$ cat src/rtl/clk_mon.sv
// clk_mon: measures period and high time of an asynchronous periodic input in clk cycles,
// checks the period against a window and reports lock, loss-of-signal and a rising-edge count.
module clk_mon #(
  parameter int unsigned CNT_W    = 16,
  parameter int unsigned PER_MIN  = 4,
  parameter int unsigned PER_MAX  = 4,
  parameter int unsigned TIMEOUT  = 1024,
  parameter int unsigned LOCK_CNT = 4
) (
  input  logic             clk,
  input  logic             rst,
  input  logic             en,
  input  logic             mon_in,
  output logic [CNT_W-1:0] period,
  output logic [CNT_W-1:0] high_time,
  output logic             meas_valid,
  output logic             period_err,
  output logic             locked,
  output logic             lost,
  output logic [CNT_W-1:0] edge_cnt
);

  localparam int unsigned GOOD_W = (LOCK_CNT < 1) ? 1 : $clog2(LOCK_CNT + 1);

  localparam logic [CNT_W-1:0]  CntMax   = '1;
  localparam logic [CNT_W-1:0]  CntOne   = CNT_W'(1);
  localparam logic [CNT_W-1:0]  PerMinV  = CNT_W'(PER_MIN);
  localparam logic [CNT_W-1:0]  PerMaxV  = CNT_W'(PER_MAX);
  localparam logic [CNT_W-1:0]  TimeoutV = CNT_W'(TIMEOUT);
  localparam logic [GOOD_W-1:0] GoodMax  = GOOD_W'(LOCK_CNT);
  localparam logic [GOOD_W-1:0] GoodOne  = GOOD_W'(1);

  typedef enum logic [1:0] {StIdle, StWaitFirst, StMeasure, StLost} state_t;

  state_t            state;
  logic              s1, s2, s3;
  logic              rise;
  logic [CNT_W-1:0]  per_cnt, high_cnt;
  logic [CNT_W-1:0]  per_inc, high_inc, edge_inc;
  logic [GOOD_W-1:0] good_cnt, good_inc;
  logic              in_window, timeout_hit;

  // Edge detect, saturating increments and window/timeout decodes.
  always_comb begin
    rise        = s2 & ~s3;
    per_inc     = (per_cnt == CntMax) ? per_cnt : per_cnt + CntOne;
    high_inc    = (high_cnt == CntMax) ? high_cnt : high_cnt + CntOne;
    edge_inc    = (edge_cnt == CntMax) ? edge_cnt : edge_cnt + CntOne;
    good_inc    = (good_cnt >= GoodMax) ? GoodMax : good_cnt + GoodOne;
    in_window   = (per_cnt >= PerMinV) && (per_cnt <= PerMaxV);
    timeout_hit = (per_cnt == TimeoutV);
  end

  // Synchronizer, counters, monitor FSM and registered outputs.
  always_ff @(posedge clk) begin
    if (rst) begin
      state      <= StIdle;
      s1         <= 1'b0;
      s2         <= 1'b0;
      s3         <= 1'b0;
      per_cnt    <= '0;
      high_cnt   <= '0;
      good_cnt   <= '0;
      period     <= '0;
      high_time  <= '0;
      meas_valid <= 1'b0;
      period_err <= 1'b0;
      locked     <= 1'b0;
      lost       <= 1'b0;
      edge_cnt   <= '0;
    end else begin
      // The synchronizer runs while disabled so re-enabling on a high input sees no edge.
      s1         <= mon_in;
      s2         <= s1;
      s3         <= s2;
      meas_valid <= 1'b0;
      period_err <= 1'b0;
      if (!en) begin
        // Disable overrides everything, including a rise in the same cycle.
        state    <= StIdle;
        per_cnt  <= '0;
        high_cnt <= '0;
        good_cnt <= '0;
        locked   <= 1'b0;
        lost     <= 1'b0;
      end else if (state == StIdle) begin
        state    <= StWaitFirst;
        per_cnt  <= '0;
        high_cnt <= '0;
        good_cnt <= '0;
      end else begin
        if (rise) begin
          per_cnt  <= CntOne;
          high_cnt <= CntOne;
          edge_cnt <= edge_inc;
        end else begin
          per_cnt <= per_inc;
          if (s2) high_cnt <= high_inc;
        end
        case (state)
          StWaitFirst: begin
            if (rise) begin
              state <= StMeasure;
            end else if (timeout_hit) begin
              state <= StLost;
              lost  <= 1'b1;
            end
          end
          StMeasure: begin
            // A rise always wins over a coincident timeout.
            if (rise) begin
              period     <= per_cnt;
              high_time  <= high_cnt;
              meas_valid <= 1'b1;
              if (!in_window) begin
                period_err <= 1'b1;
                good_cnt   <= '0;
                locked     <= 1'b0;
              end else begin
                good_cnt <= good_inc;
                locked   <= (good_inc == GoodMax);
              end
            end else if (timeout_hit) begin
              state    <= StLost;
              lost     <= 1'b1;
              locked   <= 1'b0;
              good_cnt <= '0;
            end
          end
          StLost: begin
            // This rise only re-arms the measurement; no result is reported.
            if (rise) begin
              state <= StMeasure;
              lost  <= 1'b0;
            end
          end
          default: state <= StIdle;
        endcase
      end
    end
  end

endmodule

$ cat config.mk
export PLATFORM = sky130hd
export DESIGN_NAME = clk_mon
export DESIGN_NICKNAME = d
export VERILOG_FILES = /design/src/rtl/clk_mon.sv
export SDC_FILE = /design/constraint.sdc
export NUM_CORES = 1
export LEC_CHECK = 0
export BUFFER_PORTS_ARGS = -buffer_cell sky130_fd_sc_hd__buf_2
export CELL_PAD_IN_SITES_DETAIL_PLACEMENT = 1
export CELL_PAD_IN_SITES_GLOBAL_PLACEMENT = 2
export CORE_MARGIN = 4
export CORE_UTILIZATION = 37
export CTS_CLUSTER_DIAMETER = 40
export CTS_CLUSTER_SIZE = 28
export DETAILED_ROUTE_END_ITERATION = 10
export PLACE_DENSITY_LB_ADDON = 0.1
export SYNTH_ARGS = -nofsm -noshare
export SYNTH_HDL_FRONTEND = slang
export SYNTH_SLANG_ARGS = --single-unit
$ cat constraint.sdc
create_clock -name clk -period 4.7 [get_ports clk]
set_clock_uncertainty 0.05 [all_clocks]
set_input_delay 0.235 -clock clk [delete_from_list [all_inputs] [get_ports clk]]
set_output_delay 0.235 -clock clk [all_outputs]
set_load 0.1 [all_outputs]
## Word-level counts from Yosys, hierarchy flattened

Cells that the tools add are included.

| storage, ports and cells | value |
|---|---|
| latch bits | 0 |
| bits in registers | 92 |
| memories kept | 0 |
| bits in read-only memories | 0 |
| bits of input ports | 4 |
| RAM bits | 0 |
| word-level logic and storage cells | 92 |
| output and inout bits | 52 |

| cells by class | value |
|---|---|
| eq/ne operators | 16 |
| order comparisons | 3 |
| bitwise logic cells | 8 |
| divide/modulo/power cells | 0 |
| reduce and logical (&&, ||, !) cells | 20 |
| shifts and indexed selects | 0 |
| multiplexer cells | 24 |
| $add $sub $neg | 4 |
| multipliers | 0 |

Operator list:

| cell | number |
|---|---|
| 16-bit by 1-bit adder with 16-bit output (second input constant) | 3 |
| 16-bit equality test (second input constant) | 3 |
| 16-bit by 11-bit equality test with 1-bit output (second input constant) | 1 |
| 16-bit by 3-bit >= comparator with 1-bit output (second input constant) | 1 |
| 16-bit by 3-bit <= comparator with 1-bit output (second input constant) | 1 |
| 1-bit two-way mux | 14 |
| 3-bit two-way mux | 4 |
| 2-bit != test (second input constant) | 5 |
| 2-bit AND reduction | 5 |
| 2-bit two-way mux | 4 |
| 4-bit AND reduction | 2 |
| 4-bit OR reduction | 2 |
| 1-bit NOT | 7 |
| 3-bit != test (second input constant) | 2 |
| 2-bit case mux with 3 select lines | 1 |
| 2-bit nonzero test | 3 |
| 5-bit AND reduction | 1 |
| 5-bit OR reduction | 1 |
| 2-bit equality test (second input constant) | 2 |
| 2-bit OR reduction | 2 |
| 3-bit by 1-bit adder with 3-bit output (second input constant) | 1 |
| 3-bit equality test (second input constant) | 1 |
| 3-bit >= comparator (second input constant) | 1 |
| 3-bit AND reduction | 1 |
| 7 further kinds | 7 |

## Longest topological paths before layout

Gate-level depths: netlist (run 1).

| logic depth | value |
|---|---|
| depth in word-level cells | 5 |
| gate-level depth with buffers | 9 |
| depth with buffers taken out | 6 |

## Worst setup path before layout (run 1)

OpenSTA, ideal clock, no wires.

| timing | value |
|---|---|
| path kind | register to register |
| start | reg edge_cnt[2] |
| end | reg edge_cnt[13] |
| stages on the path, launching flop included | 6 |
| library setup time | 0.121 ns |
| arrival time | 2.444 ns |
| setup slack | 2.085 ns |
| period minus slack after synthesis | 2.615 ns |
| data required time | 4.529 ns |
| path buffers | 1 |
| cell sequence | dfxtp_1 nand4_1 or3_1 buf_2 nor4_1 mux2_2 |

| between the ends | value |
|---|---|
| longest elaborated chain between the ends | 3 |

RTL lines:

| what | line | RTL |
|---|---|---|
| start: declaration | 20 | `output logic [CNT_W-1:0] edge_cnt` |
| start signal: assignment | 95 | `edge_cnt <= edge_inc;` |
| parallel branches: the longest is 3 deep, another holds 16-bit by 1-bit adder with 16-bit output | - |  |

Several ways; the timed one is not identified.
A chain may end at the register's enable or synchronous reset.

## Worst setup path in the final report (run 1)

| timing | value |
|---|---|
| start | reg state[0] |
| end | reg high_cnt[11] |

| between the ends | value |
|---|---|
| longest elaborated chain between the ends | 2 |

RTL lines:

| what | line | RTL |
|---|---|---|
| start: declaration | 35 | `state_t state;` |
| start signal: assignment | 57 | `state <= StIdle;` |
| start signal: assignment | 80 | `state <= StIdle;` |
| start signal: assignment | 87 | `state <= StWaitFirst;` |
| 2-bit logical NOT | 86 | `end else if (state == StIdle) begin` |
| 4-bit OR reduction (no source line) | - |  |
| end signal: assignment | 94 | `high_cnt <= CntOne;` |
| end signal: assignment | 98 | `if (s2) high_cnt <= high_inc;` |
| end: declaration | 38 | `logic [CNT_W-1:0] per_cnt, high_cnt;` |

Every way passes these cells.

==> results of run 1 <==
==> registers in the layout, summed over array words and instances (netlist names), 2 cells and up <==
name       count
per_cnt       16
high_time     16
good_cnt       3
period        16
high_cnt      16
edge_cnt      16
state          2
==> metrics by stage <==
stage,power (mW),std cells,setup WS [ns],instance area (um2),util
after floorplan,0.824,522,2.09,4290,-
after global placement,0.832,696,1.83,4660,0.410
after detailed placement,0.833,696,1.72,4660,0.410
after CTS,1.52,711,1.88,4930,0.433
after global routing,1.56,711,1.72,4930,0.433
final,1.50,711,1.89,4930,0.433
==> cells in the mapped netlist, types with 2 or more instances <==
cell type  count
nor2b_1        8
nor3_1        14
a311oi_1       3
a31oi_1        4
o21ai_0       15
or3_1         14
clkbuf_1      19
a41oi_1        3
or4_4          2
buf_2          6
and2_1         2
o211a_1        3
or4_1          9
o41ai_1        4
inv_1         16
nor2_1        28
o31a_1         2
nand3_1       22
o211ai_1       4
o311ai_0       4
nor4_2         3
ha_1          10
nand2_1       92
mux2_2         3
nand2b_1       4
dfxtp_1       92
a211oi_1       9
and4_1         9
mux2i_1        6
nand4_1       16
and3_1         2
a21oi_1       54
o31ai_1        6
nor4_1        13
==> per-layer routing <==
layer | up-vias | share of wire | GRT usage
li1 | 2012 | - | -
met1 | 1962 | 0.48 | 0.267
met2 | 72 | 0.46 | 0.296
met3 | 12 | 0.045 | 0.0272
met4 | 0 | 0.014 | 0.0596
met5 | - | 0 | 0
==> worst paths after layout <==
kind	start	end	slack, ns
worst min register to register	s1$_SDFF_PP0_	s2$_SDFF_PP0_	0.39
worst min-delay path	mon_in	s1$_SDFF_PP0_	0.06
worst max-delay path	state[0]$_SDFFE_PP0P_	high_cnt[11]$_SDFFE_PP0P_	1.89
worst max register to register	state[0]$_SDFFE_PP0P_	high_cnt[11]$_SDFFE_PP0P_	1.89
==> power groups by stage <==
stage	combinational (mW)	sequential [mW]	clock (mW)
after global placement	0.0301	0.802	0
after CTS	0.0312	0.785	0.704
after floorplan	0.0226	0.801	0
after detailed placement	0.0308	0.802	0
final	0.0307	0.785	0.683
after global routing	0.0344	0.785	0.740
==> final cells by class <==
type,instances,area (um2),share of cell area
multi-input combinational,388,2290,0.464
sequential,92,1840,0.374
clock inverter,2,10.0,0.00203
clock buffer,13,260,0.0528
inverter,16,60.1,0.0122
tap,143,179,0.0363
timing repair buffer,57,290,0.0589
==> kinds of logic after synthesis <==
| family | Yosys count | share of synthesized area |
|---|---|---|
| AND/OR/NAND/NOR | 249 | 0.305 |
| flip-flops | 92 | 0.429 |
| AO/OA/AOI/OAI | 120 | 0.177 |
| buffers and inverters | 42 | 0.0385 |
| adder cells (fa/ha/maj) | 10 | 0.0291 |
| multiplexers | 9 | 0.0219 |
==> layout by cell type, fill, tap and decap left out, types with 3 or more instances in the layout <==
| cell | count |
|---|---|
| a211oi_1 | 9 |
| a21oi_1 | 54 |
| a311oi_1 | 3 |
| a31oi_1 | 4 |
| a41oi_1 | 3 |
| and4_1 | 9 |
| buf_2 | 55 |
| clkbuf_16 | 9 |
| dfxtp_1 | 92 |
| ha_1 | 10 |
| inv_1 | 16 |
| mux2_2 | 3 |
| mux2i_1 | 6 |
| nand2_1 | 92 |
| nand2b_1 | 4 |
| nand3_1 | 22 |
| nand4_1 | 16 |
| nor2_1 | 28 |
| nor2b_1 | 8 |
| nor3_1 | 14 |
| nor4_1 | 13 |
| nor4_2 | 3 |
| o211a_1 | 3 |
| o211ai_1 | 4 |
| o21ai_0 | 15 |
| o311ai_0 | 4 |
| o31ai_1 | 6 |
| o41ai_1 | 4 |
| or3_1 | 14 |
| or4_1 | 9 |
==> worst max-delay path: stages, from the launching register on <==
cell and delay, ns:
dfxtp_1 0.41, inv_1 0.09, ha_1 0.29, or3b_2 0.60, nor2_1 0.83, o311ai_0 0.31
o41ai_1 0.11
==> results.md, run 1 <==
- Final hold violations: 0
- Measured slew at the worst slew-check pin: 1.20 ns
- Ports: 56
- DR iter-0 viols: 203
- Setup TNS: 0 ns
- Post-synth ARST share: 0
- Post-CTS sizing: 0
- Pin count of the biggest net entering global routing: 57
- R2R cell count: 6
- Ant. Diodes: 0
- Min cycle time layout: about 2.8 ns
- CP Launch Type: flip-flop
- Core Box Area: 11,400 um2
- Final worst path period share: 0.597
- Hold path depth: 2
- Slew Limit Headroom: 0.195
- Clock network fraction of total power: 0.456
- Clock sinks: 92
- Final HPWL DP: around 8500 um
- Die Span Y: around 120 um
- # setup viols final: 0
- Placer congestion estimate: 0.837
- Via Count: 4,058
- Initial antenna violation count: 0
- Worst Path Required: 4.88 ns
- Clock Latency Late Sink: around 0.34 ns
- Mapped Nets: 536
- Routed Antenna Nets: 0
- Post-Syn Area: 4290 um2
- TritonCTS Buffers: 9
- Synth unique cells: 55
- CP endpoint kind: flip-flop
- FMAX: 0.356 GHz
- Unrepaired setup endpoints after global routing: false
- Sw frac: 0.217
- Combinational power share: 0.020
- Post-synth EDFFs: 0
- Predominant post-synthesis flop cell: dfxtp_1
- Initial Util: 0.378
- Die Area: 13,400 um2
- IO Port Bufs: 55
- Postcts setup bufs: 0
- All-Layer GR Usage: 0.188
- Total grt overflow: 0
- Ys Warns: 0
- CTS H-tree lvls: 3
- Crit path max fanout: 14
- Outcome: finished clean
- Vias/cell: about 5.7
- Crit path DAT: 2.99 ns
- DRT Wirelength: 12,100 um
- Final nets: a little under 600
- Cell-internal power: 1.17 mW
- NetSw: ~330 uW
- Power per cell area: 304 nW/um2
- Final Max Slew Viols: 0
- Synth area leader: dfxtp_1
- Max IR drop VDD: 0.000137 V
- Routed wire length per instance: approximately 17 um
- Share of post-route cells with drive strength above 1: 0.150
- Maxcap violations: 0
- CTS root buf: clkbuf_16
- Post-route DRC: 0
- Mapped Cells: 522
- Register area share after synthesis: 0.429
- Clock-pin slew on the worst setup and hold paths: approximately 0.060 ns
- First-pass GRT wire length: about 20,000 um
- Hold_buf cts: 0
- Vias in the first global route: roughly 3,900
- DRT Pass-1 Iters: 4
- Seq cells post-synth: 92
- CTS tree: built
- Synth area leaders: dfxtp_1 (43%), nand2_1 (8.0%), a21oi_1 (6.3%)
- Lkg Pwr: 1.75 nW
- Sequential power share: 0.524
- Layout fillers: around 1,400
- Layout area overhead: 14.8%
- CTS Buffer Depth: 2
- Post-synth top area share: 0.429
- Crit Path Category: reg2reg
- Avg Cell Area, Syn: between 8 and 9 um2
- Placement Rows: 39
- Type of the worst min-delay path: in2reg
- Die width: 116 um
- Min Hold Slack: 0.0611 ns
No activity file was read; power rests on OpenSTA's default activity.
==> run 2, diff against run 1 <==
- CORE_UTILIZATION: 37 -> 34
- clock period: 4.7 -> 2.6 ns (I/O delays scaled with it)
==> run 2 against run 1 <==
Global-route usage decreased by 1.3 points; cell count up 6.0%; critical path depth stayed put; cell area increased by 3.4%; die area increased by 8.2%; sequential share of layout area fell by 1.2 points; worst setup slack got worse by 1.7 ns; maximum frequency up 15%; total power up 79%; worst hold slack improved by 0.11 ns; core utilization decreased by 1.6 points; clock power increased by 77%.
==> results.md, run 2 (synthesis results as in run 1) <==
- CTS Buffer Depth: 2
- Inst Count DP: 737
- R2R cell count: 6
- Die Area: 14,500 um2
- Maxcap violations: 0
- Total grt overflow: 0
- Min Hold Slack: 0.172 ns
- All-Layer GR Usage: 0.175
- CTS root buf: clkbuf_16
- Placement Rows: 40
- Ports: 56
- Share of post-route cells with drive strength above 1: 0.172
- Die Span Y: 120 um
- Met1 wire length: ~6300 um
- Worst slack at placement: 0.174 ns
- CTS H-tree lvls: 3
- Type of the worst min-delay path: in2reg
- Final std cells w/o fill: 754
- Crit path DAT: 2.61 ns
- Lkg Pwr: 1.84 nW
- Die width: 120 um
- Slew Limit Headroom: 0.496
- Util after Layout: 0.417
- Final worst path period share: 0.935
- Initial antenna violation count: 0
- Worst Path Required: 2.78 ns
- Post-route DRC: 0
- Final worst slack: 0.169 ns
- Met2 wire length: 5430 um
- Vias/cell: around 5.4
- Hold path depth: 5
- Vias in the first global route: 4,040
- Max IR drop VDD: 0.000242 V
- Worst R2R Start: state[0]$_SDFFE_PP0P_
- Highest metal used: met4
- Placer congestion estimate: around 0.84
- FMAX: approximately 0.4 GHz
- IO Port Bufs: 55
- Layout area overhead: 18.7%
- Crit path buffers/inverters: 1
- Clock sinks: 92
- Crit Path Category: reg2reg
- Final HPWL DP: 8880 um
- Slowest-stage cell, CP: or3_1
- Reg2reg setup slack: 0.17 ns
- HP Start: rst
- Power per cell area: 527 nW/um2
- Outcome: finished clean
- Pin count of the biggest net entering global routing: 33
- Routed wire length per instance: 16.3 um
- TritonCTS Buffers: 9
- Routed Antenna Nets: 0
- Crit path max fanout: 9
- Initial Util: 0.352
- DRT Pass-1 Iters: 4
- # setup viols final: 0
- Ant. Diodes: 0
- Worst R2R End: edge_cnt[13]$_SDFFE_PP0P_
- Critical Path Max Stage Delay: between 0.5 and 0.6 ns
- CTS tree: built
- Most frequent cells in the layout: nand2_1 (92), dfxtp_1 (91), buf_2 (55), a21oi_1 (54), nor2_1 (28)
- Unrepaired setup endpoints after global routing: false
- DRT Wirelength: 12,300 um
- DR iter-0 viols: 182
- Layout fillers: 1,533
- Most common cell after layout, fill and taps aside: nand2_1
- Final Max Slew Viols: 0
- CP endpoint kind: flip-flop
- Core Box Area: 12,200 um2
- Clock-pin slew on the worst setup and hold paths: around 0.060 ns
- Postcts setup bufs: 0
- Hold Path End: lost$_SDFFE_PP0P_
- CP Launch Type: flip-flop
- First-pass GRT wire length: 20,700 um
- Met3 wire len: 364 um
- Clock Latency Late Sink: approximately 0.34 ns
- Total power: 2.69 mW
- Measured slew at the worst slew-check pin: 0.750 ns
- Final hold violations: 0
- Setup TNS: 0 ns
- Delay-heaviest family, CP: simple AND/OR/NAND/NOR gates
- Via Count: slightly above 4,000
- Post-route design area: 5100 um2
- CP cell instances: inv_1 -> ha_1 -> nand4bb_1 -> or3_1 -> nor4_1 -> mux2_2
- Final nets: between 500 and 600
- Min cycle time layout: 2.43 ns
- Placed Instance Area: 4820 um2
run 2: changes by cell type in the layout (fill, tap and decap cells not counted):
| cell | previous run | this run |
|---|---|---|
| dlygate4sd3_1 | 0 | 1 |
| clkbuf_8 | 2 | 1 |
| buf_12 | 0 | 1 |
| dfxtp_2 | 0 | 1 |
| buf_4 | 2 | 17 |
| clkbuf_1 | 2 | 4 |
| dfxtp_1 | 92 | 91 |
run 2: what timing repair did:
action,4_1_cts,5_1_grt
hold endpoints to repair,1,0
resized for setup,0,0
hold buffers,1,0
run 2: metal layers:
metal,global-route usage,vias up
li1,-,2051
met5,0,-
met1,0.240,1991
met2,0.278,54
met3,0.0299,11
met4,0.0616,0
run 2: worst register-to-register path, cell delays in order, from the launching register on:
cell	delay, ns
dfxtp_1	0.38
inv_1	0.09
ha_1	0.28
nand4bb_1	0.24
or3_1	0.53
nor4_1	0.38
mux2_2	0.37
run 2: final cells by class:
| class | count | area (um2) | share of cell area |
|---|---|---|---|
| multi-input cells | 388 | 2290 | 0.449 |
| flip-flops and latches | 92 | 1840 | 0.362 |
| repair buffers | 74 | 433 | 0.0849 |
| clock buffers | 14 | 254 | 0.0498 |
| well taps | 168 | 210 | 0.0412 |
| inverters | 16 | 60.1 | 0.0118 |
| clock inverters | 2 | 10.0 | 0.00196 |
run 2: how the worst max path moves through the flow:
stage	from	to	depth (start not counted)
after floorplan	edge_cnt[3]$_SDFFE_PP0P_	edge_cnt[13]$_SDFFE_PP0P_	5
after global placement	state[0]$_SDFFE_PP0P_	edge_cnt[13]$_SDFFE_PP0P_	6
after detailed placement	state[0]$_SDFFE_PP0P_	edge_cnt[13]$_SDFFE_PP0P_	6
after CTS	state[0]$_SDFFE_PP0P_	edge_cnt[13]$_SDFFE_PP0P_	6
after global routing	state[0]$_SDFFE_PP0P_	edge_cnt[13]$_SDFFE_PP0P_	6
final	state[0]$_SDFFE_PP0P_	edge_cnt[13]$_SDFFE_PP0P_	6
run 2: power breakdown:
group / switching, mW / total (mW) / internal [mW]
sequential: 0.00355 / 1.42 / 1.41
combinational: 0.0444 / 0.0664 / 0.0219
clock: 0.532 / 1.21 / 0.673
==> run 3, diff against run 2 <==
- CORE_MARGIN: 4 -> 2
- GPL_TIMING_DRIVEN: unset -> 1
- SLEW_MARGIN: unset -> 20
==> run 3 against run 2 <==
Core utilization fell by 0.34 points; sequential power barely moved; flip-flop and latch count did not move; critical path type unchanged; critical endpoint unchanged; highest routed layer unchanged.
==> results.md, run 3 (synthesis results as in run 1) <==
- Outcome: finished clean
- CTS H-tree lvls: 3
- Crit path DAT: 2.59 ns
- Met1 Resource Use GR: 0.275
- Most common cell after layout, fill and taps aside: nand2_1
- Final std cells w/o fill: 761
- Post-CTS sizing: 0
- Final nets: 598
- Slowest-stage cell, CP: or3_1
- DR iter-0 viols: 147
- FF+latch area: 1840 um2
- Routed wire length per instance: 16.4 um
- Placer congestion estimate: 0.834
- Crit path max fanout: 9
- Delay-heaviest family, CP: simple AND/OR/NAND/NOR gates
- Clock sinks: 92
- First-pass GRT wire length: 20,600 um
- GR Util met3: 0.0265
- Critical Path Max Stage Delay: 0.53 ns
- CP Launch Type: flip-flop
- Setup TNS: 0 ns
- Routed Antenna Nets: 0
- Post-route DRC: 0
- CTS Buffer Depth: 2
- All-Layer GR Usage: 0.193
- Measured slew at the worst slew-check pin: 0.651 ns
- Final hold violations: 0
- Core Box Area: about 12,000 um2
- Crit path buffers/inverters: 1
- CP cell instances: inv_1 -> ha_1 -> nand4bb_1 -> or3_1 -> nor4_1 -> mux2_2
- Initial antenna violation count: 0
- Hold_buf cts: 1
- Crit Path Category: reg2reg
- Busiest grt layer: met2
- Ant. Diodes: 0
- CP endpoint kind: flip-flop
- FMAX: 0.415 GHz
- # setup viols final: 0
- Unrepaired setup endpoints after global routing: false
- Slew Limit Headroom: 0.560
- Initial Util: 0.344
- Vias in the first global route: 3,984
- Lkg Pwr: 1.87 nW
- Total grt overflow: 0
- Via Count: between 4,000 and 5,000
- Final HPWL DP: 8950 um
- Die Span Y: 116 um
- IO Port Bufs: 55
- Clock Latency Late Sink: approximately 0.35 ns
- CTS root buf: clkbuf_16
- Area of the multi-input gates: 2290 um2
- CTS tree: built
- Die Area: 13,500 um2
- Type of the worst min-delay path: in2reg
- Worst Path Required: roughly 2.8 ns
- Share of post-route cells with drive strength above 1: 0.182
- Ports: 56
- Die width: 116 um
- Layout area overhead: 20.2%
- Final worst path period share: 0.926
- Maxcap violations: 0
- Placement Rows: 41
- Max IR drop VDD: around 0.00021 V
- Final Max Slew Viols: 0
- Min cycle time layout: 2.41 ns
- Layout fillers: 1,520
- Clock-pin slew on the worst setup and hold paths: 0.07 ns
- TritonCTS Buffers: 9
- Power per cell area: between 500 and 600 nW/um2
- Met2 Use GR: 0.298
- Inst Count DP: ~740
- Postcts setup bufs: 0
- DRT Wirelength: 12,500 um
- Vias/cell: approximately 5.4
- DRT Pass-1 Iters: 4
- Most frequent cells in the layout: nand2_1 (92), dfxtp_1 (91), buf_2 (55), a21oi_1 (54), nor2_1 (28)
- Pin count of the biggest net entering global routing: 32
-- run 3: cell count changes in the layout (fill, tap and decap cells not counted) --
| cell | change |
|---|---|
| clkinv_4 | +1 |
| clkbuf_1 | -3 |
| clkbuf_8 | +3 |
| clkinvlp_4 | +1 |
| buf_4 | +3 |
| clkinv_2 | -2 |
-- run 3: layout make-up --
type,instances,share of cell area
Clock buffer,14,0.0550
Clock inverter,2,0.00315
Inverter,16,0.0116
Multi-Input combinational cell,388,0.443
Sequential cell,92,0.357
Tap cell,172,0.0417
Timing Repair Buffer,77,0.0882
-- run 3: report_power, final --
| part | switching [mW] | leakage (nW) | internal [mW] |
|---|---|---|---|
| clock network | 0.569 | 0.145 | 0.756 |
| logic | 0.0435 | 0.979 | 0.0205 |
| registers | 0.00429 | 0.742 | 1.41 |
| total | 0.617 | 1.87 | 2.19 |
-- run 3: metal layers --
layer / wire length, um / vias up
li1: - / 2048
met1: 6340 / 1990
met2: 5690 / 46
met3: 287 / 11
met4: 184 / 0
met5: 0 / -
-- run 3: path summary, 6_finish.rpt --
check                       startpoint                        end  slack [ns]  depth (start not counted)
min                                rst   edge_cnt[3]$_SDFFE_PP0P_        0.24                          2
max              state[0]$_SDFFE_PP0P_  edge_cnt[13]$_SDFFE_PP0P_        0.19                          6
max reg2reg      state[0]$_SDFFE_PP0P_  edge_cnt[13]$_SDFFE_PP0P_        0.19                          6
min reg2reg  high_time[7]$_SDFFE_PP0P_  high_time[7]$_SDFFE_PP0P_        0.40                          2
-- run 3: metrics by stage --
| step | cell area, um2 | util | hold WS [ns] | worst slack, ns | power [mW] |
|---|---|---|---|---|---|
| floorplan | 4300 | - | 0.208 | 0.0238 | 1.49 |
| global placement | 4850 | 0.389 | 0.315 | 0.288 | 1.51 |
| detailed placement | 4850 | 0.389 | 0.318 | 0.178 | 1.51 |
| CTS | 5160 | 0.414 | 0.225 | 0.182 | 2.85 |
| global route | 5160 | 0.414 | 0.265 | 0.0401 | 2.91 |
| finish | 5160 | 0.414 | 0.237 | 0.191 | 2.81 |
